<file path="config.mk">
export PLATFORM = sky130hd
export DESIGN_NAME = a2d_scan_intf
export DESIGN_NICKNAME = d
export VERILOG_FILES = /design/src/rtl/a2d_pkg.sv /design/src/rtl/spi_frame_mstr.sv /design/src/rtl/a2d_scan_intf.sv
export SDC_FILE = /design/constraint.sdc
export NUM_CORES = 1
export LEC_CHECK = 0
export BUFFER_PORTS_ARGS = -buffer_cell sky130_fd_sc_hd__buf_2
export CAP_MARGIN = 15
export CORE_ASPECT_RATIO = 1.75
export CORE_MARGIN = 3
export CORE_UTILIZATION = 35
export DETAILED_ROUTE_END_ITERATION = 7
export PLACE_DENSITY_LB_ADDON = 0.3
export SLEW_MARGIN = 30
export SYNTH_ARGS = -nofsm -noshare
export SYNTH_HDL_FRONTEND = slang
export SYNTH_SLANG_ARGS = --single-unit
export TNS_END_PERCENT = 10
</file>
<file path="constraint.sdc">
create_clock -name clk -period 5.3 [get_ports clk]
set_input_delay 1.06 -clock clk [delete_from_list [all_inputs] [get_ports clk]]
set_output_delay 1.06 -clock clk [all_outputs]
set_load 0.01 [all_outputs]
</file>
<file path="src/rtl/a2d_pkg.sv">
// rtl/a2d_pkg.sv - shared types and helpers for the A2D scan interface
package a2d_pkg;

    localparam int CH_FIELD_W = 3;
    localparam int NUM_CH_MAX = 1 << CH_FIELD_W;
    localparam int CMD_W_MAX  = 32;

    typedef enum logic [2:0] {
        IDLE   = 3'd0,
        FRAME1 = 3'd1,
        GAP    = 3'd2,
        FRAME2 = 3'd3,
        DONE   = 3'd4
    } state_t;

    // Command word {2'b00, ch, zeros}, left-justified to frame_w bits.
    function automatic logic [CMD_W_MAX-1:0] make_cmd(input logic [CH_FIELD_W-1:0] ch,
                                                      input int frame_w);
        logic [CMD_W_MAX-1:0] word;
        word = {{(CMD_W_MAX-CH_FIELD_W){1'b0}}, ch};
        return word << (frame_w - 2 - CH_FIELD_W);
    endfunction

    // First channel set in mask after ptr, wrapping num_ch-1 -> 0.
    // Returns ptr itself if ptr is the only masked channel.
    function automatic logic [CH_FIELD_W-1:0] next_masked(input logic [CH_FIELD_W-1:0] ptr,
                                                          input logic [NUM_CH_MAX-1:0] mask,
                                                          input int num_ch);
        logic [CH_FIELD_W-1:0] nxt;
        logic [CH_FIELD_W-1:0] cand;
        logic                  found;
        nxt   = ptr;
        found = 1'b0;
        for (int i = 1; i <= NUM_CH_MAX; i++) begin
            if (i <= num_ch) begin
                cand = CH_FIELD_W'((int'(ptr) + i) % num_ch);
                if (!found && mask[cand]) begin
                    nxt   = cand;
                    found = 1'b1;
                end
            end
        end
        return nxt;
    endfunction

endpackage

</file>
<file path="src/rtl/spi_frame_mstr.sv">
// rtl/spi_frame_mstr.sv - single clock-divided SPI frame: command out, read data in
module spi_frame_mstr #(
    parameter int FRAME_W  = 16,
    parameter int SCLK_DIV = 32
) (
    input  logic               clk,
    input  logic               rst,
    input  logic               wrt,
    input  logic [FRAME_W-1:0] cmd,
    input  logic               MISO,
    output logic               done,
    output logic [FRAME_W-1:0] rd_data,
    output logic               SS_n,
    output logic               SCLK,
    output logic               MOSI
);

    localparam int HALF   = SCLK_DIV / 2;
    localparam int DIV_W  = $clog2(HALF);
    localparam int EDGES  = 2 * FRAME_W;
    localparam int EDGE_W = $clog2(EDGES + 1);

    logic               active;
    logic [DIV_W-1:0]   div_cnt;
    logic [EDGE_W-1:0]  edge_cnt;
    logic [FRAME_W-1:0] tx_shift;
    logic [FRAME_W-1:0] rx_shift;
    logic               half_end;
    logic               last_half;

    // A half period ends every HALF clks; the extra final half is the trailing high phase.
    assign half_end  = active && (div_cnt == DIV_W'(HALF - 1));
    assign last_half = (edge_cnt == EDGE_W'(EDGES));
    assign MOSI      = tx_shift[FRAME_W-1];
    assign rd_data   = rx_shift;

    // Frame sequencer: leading high half, FRAME_W low/high periods, then SS_n release.
    always_ff @(posedge clk or posedge rst) begin
        if (rst) begin
            active   <= 1'b0;
            div_cnt  <= '0;
            edge_cnt <= '0;
            tx_shift <= '0;
            rx_shift <= '0;
            SS_n     <= 1'b1;
            SCLK     <= 1'b1;
            done     <= 1'b0;
        end else begin
            done <= 1'b0;
            if (!active) begin
                if (wrt) begin
                    active   <= 1'b1;
                    SS_n     <= 1'b0;
                    SCLK     <= 1'b1;
                    div_cnt  <= '0;
                    edge_cnt <= '0;
                    tx_shift <= cmd;
                end
            end else begin
                div_cnt <= half_end ? '0 : div_cnt + 1'b1;
                if (half_end) begin
                    if (last_half) begin
                        active   <= 1'b0;
                        SS_n     <= 1'b1;
                        done     <= 1'b1;
                        tx_shift <= '0;
                    end else begin
                        SCLK     <= ~SCLK;
                        edge_cnt <= edge_cnt + 1'b1;
                        if (SCLK) begin
                            // First fall keeps the MSB already on MOSI since SS_n fell.
                            if (edge_cnt != '0)
                                tx_shift <= {tx_shift[FRAME_W-2:0], 1'b0};
                        end else begin
                            rx_shift <= {rx_shift[FRAME_W-2:0], MISO};
                        end
                    end
                end
            end
        end
    end

endmodule

</file>
<file path="src/rtl/a2d_scan_intf.sv">
// rtl/a2d_scan_intf.sv - two-frame ADC conversion sequencer with round-robin scan and result bank
module a2d_scan_intf
    import a2d_pkg::*;
#(
    parameter int NUM_CH   = 8,
    parameter int RES_W    = 12,
    parameter int FRAME_W  = 16,
    parameter int SCLK_DIV = 32
) (
    input  logic                  clk,
    input  logic                  rst,
    input  logic                  strt_cnv,
    input  logic [CH_FIELD_W-1:0] chnnl,
    input  logic                  scan_en,
    input  logic [NUM_CH-1:0]     ch_mask,
    input  logic [CH_FIELD_W-1:0] rd_chnl,
    input  logic                  MISO,
    output logic                  a2d_SS_n,
    output logic                  SCLK,
    output logic                  MOSI,
    output logic                  busy,
    output logic                  cnv_cmplt,
    output logic [CH_FIELD_W-1:0] cnv_chnl,
    output logic [RES_W-1:0]      res,
    output logic [RES_W-1:0]      rd_res,
    output logic                  rd_vld
);

    localparam int                  GAP_W    = $clog2(SCLK_DIV);
    localparam logic [CH_FIELD_W:0] NUM_CH_L = (CH_FIELD_W + 1)'(NUM_CH);

    state_t                state;
    logic [CH_FIELD_W-1:0] cur_ch;
    logic [CH_FIELD_W-1:0] scan_ptr;
    logic [GAP_W-1:0]      gap_cnt;
    logic [RES_W-1:0]      bank [NUM_CH_MAX];
    logic [NUM_CH_MAX-1:0] bank_vld;

    logic [NUM_CH_MAX-1:0] mask_ext;
    logic                  ss_ok;
    logic                  scan_ok;
    logic                  launch;
    logic [CH_FIELD_W-1:0] launch_ch;
    logic                  gap_end;
    logic                  spi_wrt;
    logic [FRAME_W-1:0]    spi_cmd;
    logic                  spi_done;
    logic [FRAME_W-1:0]    spi_rd_data;
    logic [RES_W-1:0]      spi_res;

    assign spi_res = RES_W'(spi_rd_data);
    assign rd_res  = bank[rd_chnl];
    assign rd_vld  = bank_vld[rd_chnl];

    // Launch arbitration (single-shot beats scan) and frame-start requests to the SPI engine.
    always_comb begin
        mask_ext  = NUM_CH_MAX'(ch_mask);
        ss_ok     = strt_cnv && ({1'b0, chnnl} < NUM_CH_L);
        scan_ok   = scan_en && (mask_ext != '0);
        launch    = (state == IDLE) && (ss_ok || scan_ok);
        launch_ch = ss_ok ? chnnl : next_masked(scan_ptr, mask_ext, NUM_CH);
        gap_end   = (state == GAP) && (gap_cnt == GAP_W'(SCLK_DIV - 2));
        spi_wrt   = launch || gap_end;
        spi_cmd   = FRAME_W'(make_cmd((state == IDLE) ? launch_ch : cur_ch, FRAME_W));
    end

    spi_frame_mstr #(
        .FRAME_W  (FRAME_W),
        .SCLK_DIV (SCLK_DIV)
    ) u_spi (
        .clk     (clk),
        .rst     (rst),
        .wrt     (spi_wrt),
        .cmd     (spi_cmd),
        .MISO    (MISO),
        .done    (spi_done),
        .rd_data (spi_rd_data),
        .SS_n    (a2d_SS_n),
        .SCLK    (SCLK),
        .MOSI    (MOSI)
    );

    // Conversion FSM: launch, command frame, SS_n gap, read frame, then publish the result.
    always_ff @(posedge clk or posedge rst) begin
        if (rst) begin
            state     <= IDLE;
            cur_ch    <= '0;
            scan_ptr  <= CH_FIELD_W'(NUM_CH - 1);
            gap_cnt   <= '0;
            busy      <= 1'b0;
            cnv_cmplt <= 1'b0;
            cnv_chnl  <= '0;
            res       <= '0;
            bank_vld  <= '0;
            for (int i = 0; i < NUM_CH_MAX; i++)
                bank[i] <= '0;
        end else begin
            cnv_cmplt <= 1'b0;
            case (state)
                IDLE: begin
                    // Also the cnv_cmplt cycle, so back-to-back scans launch from here.
                    busy <= launch;
                    if (launch) begin
                        state  <= FRAME1;
                        cur_ch <= launch_ch;
                        if (!ss_ok)
                            scan_ptr <= launch_ch;
                    end
                end
                FRAME1: begin
                    if (spi_done) begin
                        state   <= GAP;
                        gap_cnt <= '0;
                    end
                end
                GAP: begin
                    gap_cnt <= gap_cnt + 1'b1;
                    if (gap_end)
                        state <= FRAME2;
                end
                FRAME2: begin
                    if (spi_done)
                        state <= DONE;
                end
                DONE: begin
                    state            <= IDLE;
                    cnv_cmplt        <= 1'b1;
                    cnv_chnl         <= cur_ch;
                    res              <= spi_res;
                    bank[cur_ch]     <= spi_res;
                    bank_vld[cur_ch] <= 1'b1;
                end
                default: state <= IDLE;
            endcase
        end
    end

endmodule

</file>
* After elaboration in Yosys (flattened, before gate mapping)
Index checks and enable logic that the tools add are counted.
** Cells by class
- Bitwise operators :: 6
- Equal/unequal tests :: 16
- Multiplexer cells :: 79
- Reductions and logical operators :: 35
- Add/subtract/negate cells :: 11
- Order comparisons :: 14
** Operators with widths (count)
- $bwmux W96 :: 1
- $mux W16 :: 6
- $mux W3 :: 14
- $lt A3 B4 Y1 const B :: 10
- $bmux W12 S3 :: 1
- $demux W12 S3 :: 1
- $mux W12 :: 3
- $mux W1 :: 33
- $bmux W1 S3 :: 9
- $mux W6 :: 4
- $logic_and A1 B1 Y1 :: 13
- $add A3 B3 Y3 const B :: 4
- $mux W4 :: 3
- $pmux W3 S4 :: 1
- $reduce_and A4 Y1 :: 3
- $ne A2 B2 Y1 const B :: 5
- $pmux W5 S2 :: 1
- $reduce_and A3 Y1 :: 3
- $ge A4 B4 Y1 const B :: 2
- $not A3 Y4 :: 2
- $or A8 B8 Y8 :: 1
- $reduce_bool A8 Y1 :: 1
- $logic_not A1 Y1 :: 7
- $add A3 B1 Y3 const B :: 2
- other kinds (23) :: 31
** Storage, ports and cells
- Word-level logic and storage cells :: 186
- Output and inout port bits :: 33
- Flip-flop bits (word level) :: 177
- Bits of input ports :: 19

* Depth between registers and ports, before layout
Gate-level depths: netlist of the first run.
- Depth after elaboration :: 29
- Gate-level depth with buffers :: 12
- Gate-level depth less buffers :: 9

* Hierarchy
From an unflattened synthesis of the first run, not the netlist that was laid out.
** Second synthesis, totals
- Cell total of the unflattened synthesis :: 678
- Area, all modules :: 9180.1 um^2
** By module, submodules not included
- a2d_scan_intf :: cells an instance 516, instances 1, area each 7114.3 um^2, seq. area each 3382.0 um^2
- spi_frame_mstr :: cells an instance 162, instances 1, area each 2065.7 um^2, seq. area each 1153.6 um^2

* Least setup slack after synthesis of the first run
OpenSTA, ideal clock, no wires.
- Kind :: input -> output
- Start point :: in rd_chnl[0]
- End point :: out rd_res[0]
- Cell stages on the path :: 4
- Path slack :: 1.390 ns
- Arrival time :: 2.850 ns
- Path buffers :: 2
- Required time :: 4.240 ns
- Cell sequence :: clkbuf_1 > buf_1 > mux4_2 > mux2_2
** On the way
- Longest elaborated chain between the ends :: 4
** Ends and longest elaborated chain
- start, declared :: RTL line a2d_scan_intf.sv:16 : input logic [CH_FIELD_W-1:0] rd_chnl,
- $not A3 Y4 (implied by the code) :: RTL line a2d_scan_intf.sv:52 : assign rd_res = bank[rd_chnl];
- $bmux W12 S3 :: RTL line a2d_scan_intf.sv:52
- $mux W12 (implied by the code) (2 in a row) :: RTL line a2d_scan_intf.sv:52
- end, declared :: RTL line a2d_scan_intf.sv:25 : output logic [RES_W-1:0] rd_res,
No other way between the ends. The select of a mux whose other input is x is not followed.

* Final worst setup path of the first run
- Start point :: reg scan_ptr[0]
- End point :: reg cur_ch[1]
** On the way
- Longest elaborated chain between the ends :: 26
- Elaborated cells between the ends (all ways) :: 54
- Those cells by class :: add/sub: 8; mux: 32; reduce/logical: 14
** Ends and longest elaborated chain
- start, declared :: RTL line a2d_scan_intf.sv:34 : logic [CH_FIELD_W-1:0] scan_ptr;
- start signal, assigned :: RTL line a2d_scan_intf.sv:88 : scan_ptr <= CH_FIELD_W'(NUM_CH - 1);
- start signal, assigned :: RTL line a2d_scan_intf.sv:107 : scan_ptr <= launch_ch;
- $add A3 B1 Y3 :: RTL line a2d_pkg.sv:36 : cand = CH_FIELD_W'((int'(ptr) + i) % num_ch);
- $bmux W1 S3 :: RTL line a2d_pkg.sv:37 : if (!found && mask[cand]) begin
- $mux W1 (implied by the code) :: RTL line a2d_pkg.sv:37
- $mux W1 :: RTL line a2d_pkg.sv:37
- $logic_not A1 Y1 :: RTL line a2d_pkg.sv:37
- $logic_and A1 B1 Y1 :: RTL line a2d_pkg.sv:37
- $mux W1 :: RTL line a2d_pkg.sv:37
- $logic_not A1 Y1 :: RTL line a2d_pkg.sv:37
- (+10 left out)
- $mux W1 :: RTL line a2d_pkg.sv:37
- $logic_not A1 Y1 :: RTL line a2d_pkg.sv:37
- $logic_and A1 B1 Y1 :: RTL line a2d_pkg.sv:37
- $mux W1 :: RTL line a2d_pkg.sv:37
- $logic_not A1 Y1 :: RTL line a2d_pkg.sv:37
- $logic_and A1 B1 Y1 :: RTL line a2d_pkg.sv:37
- $mux W3 * :: RTL line a2d_pkg.sv:37
- $mux W3 * :: RTL line a2d_scan_intf.sv:61 : launch_ch = ss_ok ? chnnl : next_masked(scan_ptr, mask_ext, NUM_CH);
- end signal, assigned :: RTL line a2d_scan_intf.sv:105 : cur_ch <= launch_ch;
- end, declared :: RTL line a2d_scan_intf.sv:33 : logic [CH_FIELD_W-1:0] cur_ch;
Mark *: on every way between the ends. The rest lies on a longest branch, timed or not. The select of a mux whose other input is x is not followed.
A chain may end at the register's enable or synchronous reset.

==> flow_summary.json, run 1 <==
{
  "antenna_found_initial": 0,
  "area_growth_pct": 13.0,
  "finalWeightedCongestion": 0.780,
  "final_core_util_pct": 40.7,
  "tightest_slew_ns": 0.982,
  "drv_cap": 0,
  "synth_edf_count": 0,
  "synth_warnings": 0,
  "p_sw_share_pct": 23.4,
  "grt_max_degree": 155,
  "crit_chain": "inv_1 -> ha_1 -> mux4_2 -> mux2_2 -> a311oi_1 -> o21ai_1 -> a32oi_1 -> mux2i_1 -> a21oi_1",
  "drive_gt1_share_pct": 41.7,
  "ir_worst_vdd_mv": 0.205,
  "fp.dieH_um": 210,
  "status": "completed",
  "insertion_delay_ns": 0.43,
  "final_antenna_net_count": 0,
  "first_global_vias": 5502,
  "drtIter0Drc": 314,
  "power_mw": 2.68,
  "rsz0062_at_grt": "false",
  "die_w_um": 122,
  "multi_input_area_um2": 3910,
  "sequentialPowerShare_pct": 48.0,
  "cts_root_buf": "clkbuf_16",
  "post_cts_resized": 0,
  "cts_made_buffers": 17,
  "final.min_clock_period_ns": 3.70,
  "synth_top_cells_by_area": "dfrtp_1 49%, mux2_2 20%, mux4_2 10%",
  "p_sw_mw": 0.627,
  "hpwl_um": 12600,
  "max_clock_freq_mhz": 270,
  "endpoint_kind": "register",
  "clk_path_buf_depth": 2,
  "syn_inst": 635,
  "timing.hold.ws_ns": 0.466,
  "fin_ws_ns": 1.60,
  "rows": 73,
  "synth_area_per_cell_um2": 13.0,
  "via_per_inst": 5.33,
  "ctsHtreeMaxLevel": 4,
  "p_leak_nw": 4.43,
  "finalCritPeriodShare_pct": 69.9,
  "critPathSlowestCell": "dfstp_2",
  "slew_viol_final": 0,
  "hp-start": "bank_vld[6]$_DFFE_PP0P_",
  "die-area_um2": 25600,
  "grt_first_pass_wirelength_um": 29700,
  "setup_viol": 0,
  "pre_cts_slack_ns": 1.36,
  "grt_usage_pct": 14.8,
  "worst_ep_required_time_ns": 5.66,
  "worstPathMaxFanout": 22,
  "startpoint": "scan_ptr[0]$_DFFE_PP1P_",
  "portBuffers": 51,
  "wl_per_cell_um": 18.6,
  "regArea_um2": 4160,
  "combPwrFrac_pct": 6.9,
  "finalHoldViolCount": 0,
  "power_density_nw_per_um2": 287,
  "syn-num-nets": 661,
  "start_util_pct": 36.0,
  "ys_seq_area_share_pct": 50.2,
  "p_clk_share_pct": 45.0,
  "tritoncts": "built",
  "io_pins": 52,
  "synth_top_cells_by_count": "161 x dfrtp_1, 144 x mux2_2, 37 x mux4_2, 34 x nand2_1, 30 x clkbuf_1",
  "async_flop_share_pct": 100,
  "synth_most_common_cell": "dfrtp_1",
  "drcViolationCount": 0,
  "grt_overflow": 0,
  "cp.arrival_ns": 4.06,
  "wirelength_um": 18200,
  "fin_skew_ns": 0.0159,
  "cts.sinks": 166,
  "ys.flop_type": "dfrtp_1",
  "synth_top_area_cell": "dfrtp_1",
  "start_kind": "register",
  "coreArea_um2": 23000,
  "post-cts-setup-buffers": 0,
  "dr.pass1.iters": 4,
  "max_stage_delay_ns": 0.82,
  "synthDistinctLibCells": 58,
  "syn-cell-area_um2": 8290,
  "ctsHoldBuffers": 0,
  "routed-via-count": 5203,
  "diodes": 0,
  "ys_ff_latch": 166,
  "path_class": "reg2reg",
  "r2r_start": "scan_ptr[0]$_DFFE_PP1P_",
  "p_int_mw": 2.06,
  "synth_top_area_share_pct": 48.6,
  "hold_path_class": "reg2reg",
  "fin_setup_tns_ns": 0,
  "fillers": 2185,
  "final_nets": 689,
  "cts.clk_slew.worst_paths_ns": 0.07,
  "max_slew_margin_pct": 34.4
}
[sequential cells by signal, indices dropped and copies added, names as in the netlist, 3 cells and up]
register,flops
bank,96
bank_vld,8
cnv_chnl,3
cur_ch,3
gap_cnt,5
res,12
scan_ptr,3
state,3
u_spi.div_cnt,4
u_spi.edge_cnt,6
u_spi.rd_data,12
u_spi.tx_shift,5
[final cells by class]
class	instances	share of cell area [%]
flip-flops and latches	166	44.4
multi-input cells	412	41.8
clock buffers	21	4.81
well taps	300	4.01
repair buffers	54	3.10
clock inverters	11	1.35
inverters	12	0.521
[worst max-delay path: cells and delay by family, from the launching register on]
kind                     cells  cell delay, ns
AO/OA/AOI/OAI                4            0.92
buffers and inverters        1            0.17
flip-flops                   1            0.82
adder cells (fa/ha/maj)      1            0.63
multiplexers                 3            1.09
[metrics by stage]
stage,std cells,cell area (um^2)
floorplan,635,8290
global placement,943,8770
detailed placement,943,8780
CTS,975,9360
global route,976,9360
finish,976,9360
[layout by cell type (no fill, tap or decap), types with 6 or more instances in the layout]
cell type,count
inv_1,11
nor2_1,24
mux2i_1,11
mux4_2,37
dfrtp_1,161
a21oi_1,15
ha_1,7
nand2_1,34
a31oi_1,6
nand3_1,15
nand2b_1,12
mux2_2,144
buf_2,51
clkbuf_16,17
nand4_1,6
o21ai_0,25
nor2b_1,7
[power by group through the flow]
| stage | Combinational, mW | Sequential [mW] | Clock [mW] |
|---|---|---|---|
| 2_1_floorplan | 0.148 | 1.30 | 0 |
| 3_3_place_gp | 0.186 | 1.31 | 0 |
| 6_report | 0.186 | 1.29 | 1.21 |
| 3_5_place_dp | 0.189 | 1.31 | 0 |
| 5_1_grt | 0.206 | 1.29 | 1.29 |
| 4_1_cts | 0.190 | 1.29 | 1.24 |
[kinds of logic after synthesis]
| logic type | Yosys count | synth area share [%] |
|---|---|---|
| flops | 166 | 50.2 |
| compound gates | 78 | 6.18 |
| simple gates | 124 | 7.50 |
| buf+inv | 57 | 2.79 |
| mux | 194 | 31.3 |
| xor+xnor | 9 | 0.951 |
| fa+ha+maj | 7 | 1.06 |
[worst paths after layout]
check                                               end  slack (ns)  cells after the start
worst max-delay path              cur_ch[1]$_DFFE_PP0P_        1.60                      9
worst min-delay path            bank_vld[6]$_DFFE_PP0P_        0.47                      1
worst max register to register    cur_ch[1]$_DFFE_PP0P_        1.60                      9
worst min register to register  bank_vld[6]$_DFFE_PP0P_        0.47                      1
max in group asynchronous           cnv_cmplt$_DFF_PP0_        3.57                      3
min in group asynchronous           bank[1]$_DFFE_PP0P_        0.59                      2
[layer usage]
metal | vias up | track usage, % | share of wire (%)
met3 | 22 | 2.53 | 2.8
met5 | - | 0 | 0
met2 | 100 | 26.8 | 55
met1 | 2681 | 17.4 | 40
met4 | 0 | 5.30 | 2.0
li1 | 2400 | - | -
Power figures use the tool's default switching activity.
==> run 2: changes to the inputs <==
ABC_AREA = 1   (was default)
clock period = 3.61 ns   (was 5.3 ns; I/O delays follow)
==> flow_summary.json, run 2 <==
{
  "status": "completed",
  "rows": 72,
  "p_clk_share_pct": 46.1,
  "p_leak_nw": 4.29,
  "drive_gt1_share_pct": 14.0,
  "syn-cell-area_um2": 8030,
  "final_antenna_net_count": 0,
  "crit_buf_inv": 3,
  "synth_top_cells_by_area": "dfrtp_1 50%, o21ai_0 13%, nand2_1 11%",
  "finalWeightedCongestion": 0.896,
  "synthDistinctLibCells": 43,
  "die-area_um2": 24900,
  "cp.arrival_ns": 2.14,
  "worst_ep_required_time_ns": 2.89,
  "timing.hold.ws_ns": 0.442,
  "ys_seq_area_share_pct": 51.8,
  "synth_area_per_cell_um2": 8.15,
  "final.min_clock_period_ns": 2.87,
  "diodes": 0,
  "place_inst": 1299,
  "fin_cells": 1331,
  "p_sw_mw": 0.891,
  "final_core_util_pct": 41.0,
  "wl_per_cell_um": 15.1,
  "ir_worst_vdd_mv": 0.266,
  "critPathSlowestCell": "buf_4",
  "clk_path_buf_depth": 2,
  "dr.pass1.iters": 5,
  "fin_ws_ns": 0.743,
  "grt_overflow": 0,
  "async_flop_share_pct": 100,
  "rsz0062_at_grt": "false",
  "power_mw": 3.86,
  "cts_root_buf": "clkbuf_16",
  "grt_first_pass_wirelength_um": 33400,
  "power_density_nw_per_um2": 421,
  "sequentialPowerShare_pct": 48.3,
  "ys_ff_latch": 166,
  "layout_commonest_cell": "nand2_1",
  "start_util_pct": 35.9,
  "start_kind": "input pin",
  "max_slew_margin_pct": 38.7,
  "coreArea_um2": 22300,
  "combPwrFrac_pct": 5.6,
  "post_cts_resized": 0,
  "hpwl_um": 14000,
  "endpoint_kind": "primary output",
  "cts.sinks": 166,
  "crit_chain": "buf_2 -> buf_4 -> o21ai_0 -> o21ai_0 -> a21oi_1 -> a31oi_1 -> buf_2",
  "most-common-layout-cells": "233 x nand2_1, 205 x o21ai_0, 161 x dfrtp_1, 89 x nor2_1, 76 x inv_1",
  "p_int_mw": 2.97,
  "hold_path_class": "in2async",
  "cts_made_buffers": 17,
  "ctsHoldBuffers": 0,
  "tightest_slew_ns": 0.917,
  "antenna_found_initial": 0,
  "routed-via-count": 6554,
  "pre_cts_slack_ns": 0.695,
  "insertion_delay_ns": 0.42,
  "fillers": 2375,
  "post-cts-setup-buffers": 0,
  "drcViolationCount": 0,
  "synth_top_cells_by_count": "234 x nand2_1, 205 x o21ai_0, 161 x dfrtp_1, 89 x nor2_1, 77 x inv_1",
  "syn-num-nets": 1011,
  "tritoncts": "built",
  "io_pins": 52,
  "max_stage_delay_ns": 0.47,
  "fin_skew_ns": 0.0130,
  "finalHoldViolCount": 0,
  "synth_most_common_cell": "nand2_1",
  "first_global_vias": 6679,
  "final_nets": 1048,
  "via_per_inst": 4.92,
  "largest_register_ffs": 96,
  "grt_max_degree": 60,
  "wirelength_um": 20000,
  "setup_viol": 0,
  "syn_inst": 985,
  "max_clock_freq_mhz": 349,
  "synth_edf_count": 0,
  "grt_usage_pct": 16.9,
  "placed_area_um2": 8580,
  "fp.dieH_um": 206,
  "ctsHtreeMaxLevel": 4,
  "synth_top_area_share_pct": 50.2,
  "area_growth_pct": 14.0,
  "final_cell_area_um2": 9160,
  "path_class": "in2out",
  "finalCritPeriodShare_pct": 79.4,
  "cts.clk_slew.worst_paths_ns": 0.06,
  "synth_warnings": 0,
  "worstPathMaxFanout": 55,
  "synth_top_area_cell": "dfrtp_1",
  "p_sw_share_pct": 23.1,
  "drv_cap": 0,
  "portBuffers": 51,
  "ys.flop_type": "dfrtp_1",
  "slew_viol_final": 0,
  "cp_top_family": "buffers and inverters",
  "drtIter0Drc": 278,
  "largest-register": "bank",
  "die_w_um": 121,
  "fin_setup_tns_ns": 0
}
-- run 2: area by class of cell --
| cell class | count | area [um^2] | area share, % |
|---|---|---|---|
| clock inverters | 11 | 125 | 1.37 |
| flip-flops and latches | 166 | 4160 | 45.4 |
| well taps | 296 | 370 | 4.04 |
| multi-input cells | 687 | 3350 | 36.6 |
| repair buffers | 62 | 363 | 3.96 |
| inverters | 88 | 338 | 3.69 |
| clock buffers | 21 | 450 | 4.92 |
-- run 2: logic make-up (layout without fill, tap and decap cells) --
group	count (synthesis)	after routing	synth area share, %
adders and majority gates	7	7	1.09
and+or+nand+nor	405	405	22.0
DFF	166	166	51.8
AOI/OAI and AO/OA	267	267	17.4
buffers and inverters	132	182	6.51
xor gates and xnor gates	8	8	1.20
-- run 2: final timing paths --
check	endpoint	cells after the start	slack, ns	start
max in group asynchronous	res[2]$_DFFE_PP0P_	3	2.20	rst
worst max register to register	u_spi.tx_shift[11]$_DFFE_PP0P_	18	0.80	scan_ptr[0]$_DFFE_PP1P_
worst max-delay path	rd_res[6]	7	0.74	rd_chnl[0]
worst min-delay path	bank[60]$_DFFE_PP0P_	2	0.44	rst
min in group clk	bank_vld[4]$_DFFE_PP0P_	2	0.45	bank_vld[4]$_DFFE_PP0P_
worst min register to register	bank_vld[4]$_DFFE_PP0P_	2	0.45	bank_vld[4]$_DFFE_PP0P_
-- run 2: layer usage --
layer | track usage (%) | wire length, um | share of wire [%]
met5 | 0 | 0 | 0
met3 | 2.93 | 594 | 3.0
met1 | 18.9 | 8290 | 41
met4 | 5.92 | 358 | 1.8
met2 | 31.8 | 10800 | 54
-- run 2: power by group through the flow --
stage | Clock [mW] | Sequential [mW] | Combinational (mW)
final | 1.78 | 1.86 | 0.215
after global routing | 1.89 | 1.86 | 0.243
after CTS | 1.82 | 1.86 | 0.221
after detailed placement | 0 | 1.90 | 0.221
after global placement | 0 | 1.90 | 0.221
after floorplan | 0 | 1.90 | 0.141
==> run 3: changes to the inputs <==
clock period = 2.8 ns   (was 3.61 ns; I/O delays follow)
==> flow_summary.json, run 3 (synthesized netlist as in run 2, its figures left out) <==
{
  "path_class": "reg2reg",
  "endpoint_kind": "register",
  "max_stage_delay_ns": 0.54,
  "cp.arrival_ns": 2.84,
  "hold_path_class": "in2async",
  "routed-via-count": 6631,
  "tritoncts": "built",
  "ir_worst_vdd_mv": 0.352,
  "worstPathMaxFanout": 10,
  "setup_viol": 0,
  "largest-register": "bank",
  "tightest_slew_ns": 0.633,
  "grt_usage_pct": 17.3,
  "coreArea_um2": 22300,
  "portBuffers": 51,
  "crit_chain": "inv_2 -> ha_2 -> inv_2 -> nand3_1 -> nand2_1 -> nand2_1 -> nand2_2 -> inv_1 -> nand4_2 -> nor2_1 -> nor2_1 -> nand2_1 -> nand2_1 -> nand3_2 -> nand3_1 -> nand2_1 -> a21oi_2",
  "fin_setup_tns_ns": 0,
  "rows": 72,
  "wl_per_cell_um": 15.2,
  "finalHoldViolCount": 0,
  "grt_first_pass_wirelength_um": 34200,
  "cts.sinks": 166,
  "fillers": 2341,
  "fp.dieH_um": 206,
  "finalCritPeriodShare_pct": 90.0,
  "most-common-layout-cells": "234 x nand2_1, 205 x o21ai_0, 161 x dfrtp_1, 89 x nor2_1, 76 x inv_1",
  "final_nets": 1060,
  "max_slew_margin_pct": 57.8,
  "ctsHtreeMaxLevel": 4,
  "start_kind": "register",
  "die_w_um": 121,
  "critPathSlowestCell": "dfstp_2",
  "cts.clk_slew.worst_paths_ns": 0.07,
  "p_clk_share_pct": 47.0,
  "slew_viol_final": 0,
  "p_leak_nw": 4.35,
  "r2r_start": "scan_ptr[0]$_DFFE_PP1P_",
  "combPwrFrac_pct": 5.6,
  "final_core_util_pct": 41.6,
  "hpwl_um": 14200,
  "clk_path_buf_depth": 2,
  "sequentialPowerShare_pct": 47.4,
  "p_sw_share_pct": 23.0,
  "drv_cap": 0,
  "cp_top_family": "simple AND/OR/NAND/NOR gates",
  "crit_buf_inv": 3,
  "insertion_delay_ns": 0.42,
  "dr.pass1.iters": 7,
  "cpMostUsedCell": "nand2_1",
  "area_growth_pct": 15.7,
  "status": "completed",
  "post_cts_resized": 0,
  "p_sw_mw": 1.16,
  "grt_overflow": 0,
  "cts_made_buffers": 17,
  "via_per_inst": 4.94,
  "final.min_clock_period_ns": 2.52,
  "largest_register_ffs": 96,
  "layout_commonest_cell": "nand2_1",
  "post-cts-setup-buffers": 0,
  "final_antenna_net_count": 0,
  "drcViolationCount": 0,
  "drtIter0Drc": 362,
  "start_util_pct": 35.9,
  "drive_gt1_share_pct": 15.1,
  "max_clock_freq_mhz": 397,
  "io_pins": 52,
  "grt_max_degree": 118,
  "first_global_vias": 6716,
  "p_int_mw": 3.90,
  "finalWeightedCongestion": 0.833,
  "power_density_nw_per_um2": 546,
  "rsz0062_at_grt": "false",
  "cts_root_buf": "clkbuf_16",
  "fin_skew_ns": 0.0102,
  "ctsHoldBuffers": 0,
  "wirelength_um": 20400,
  "diodes": 0,
  "die-area_um2": 24900,
  "power_mw": 5.07,
  "startpoint": "scan_ptr[0]$_DFFE_PP1P_",
  "worst_ep_required_time_ns": 3.12,
  "antenna_found_initial": 0
}
[run 3: cell count changes in the layout (fill, tap and decap cells not counted), sizes merged]
| cell | change |
|---|---|
| buf | +12 |
| clkbuf | +2 |
| clkinv | -2 |
| clkinvlp | +1 |
| inv | -1 |
[run 3: layout make-up]
class,instances,area [um^2],share of cell area (%)
Sequential cell,166,4160,44.8
Multi-Input combinational cell,687,3350,36.1
Clock buffer,23,488,5.25
Timing Repair Buffer,74,465,5.01
Tap cell,296,370,3.99
Inverter,88,338,3.64
Clock inverter,9,118,1.27
[run 3: power by group through the flow]
| stage | Combinational (mW) | Sequential [mW] | Clock (mW) |
|---|---|---|---|
| floorplan | 0.182 | 2.45 | 0 |
| global placement | 0.291 | 2.45 | 0 |
| detailed placement | 0.291 | 2.45 | 0 |
| CTS | 0.291 | 2.40 | 2.45 |
| global route | 0.322 | 2.40 | 2.55 |
| finish | 0.284 | 2.40 | 2.38 |
[run 3: final timing paths]
kind                                             endpoint  slack (ns)  cells after the start
max                        u_spi.tx_shift[12]$_DFFE_PP0P_        0.28                     17
min                                  bank[12]$_DFFE_PP0P_        0.34                      3
max reg2reg                u_spi.tx_shift[12]$_DFFE_PP0P_        0.28                     17
min reg2reg                       bank_vld[4]$_DFFE_PP0P_        0.45                      2
max in group asynchronous    u_spi.rd_data[8]$_DFFE_PP0P_        1.99                      3
min in group clk             u_spi.rd_data[0]$_DFFE_PP0P_        0.42                      3
[run 3: through the flow]
step                      setup WS (ns)  hold slack [ns]  instance area, um^2  std cells
after global placement            0.280            0.431                 8680       1311
after CTS                         0.210            0.369                 9290       1343
after floorplan                   0.131            0.419                 8040        985
final                             0.280            0.336                 9290       1343
after global routing             0.0449            0.404                 9290       1343
after detailed placement          0.234            0.439                 8680       1311
[run 3: routing by layer]
| layer | part of all wire [%] | wire length [um] | global-route usage (%) | vias to the layer above |
|---|---|---|---|---|
| met5 | 0 | 0 | 0 | - |
| met4 | 1.7 | 346 | 6.04 | 0 |
| met3 | 3.2 | 662 | 2.82 | 22 |
| met2 | 54 | 11000 | 32.0 | 116 |
| met1 | 41 | 8420 | 20.1 | 3161 |
| li1 | - | - | - | 3332 |
[run 3: worst register-to-register path: stages (launching register included)]
cell	delay [ns]
dfstp_2	0.54
inv_2	0.09
ha_2	0.44
inv_2	0.09
nand3_1	0.13
nand2_1	0.08
nand2_1	0.08
nand2_2	0.13
inv_1	0.10
nand4_2	0.14
nor2_1	0.13
nor2_1	0.05
nand2_1	0.05
nand2_1	0.08
nand3_2	0.08
nand3_1	0.07
nand2_1	0.09
a21oi_2	0.05
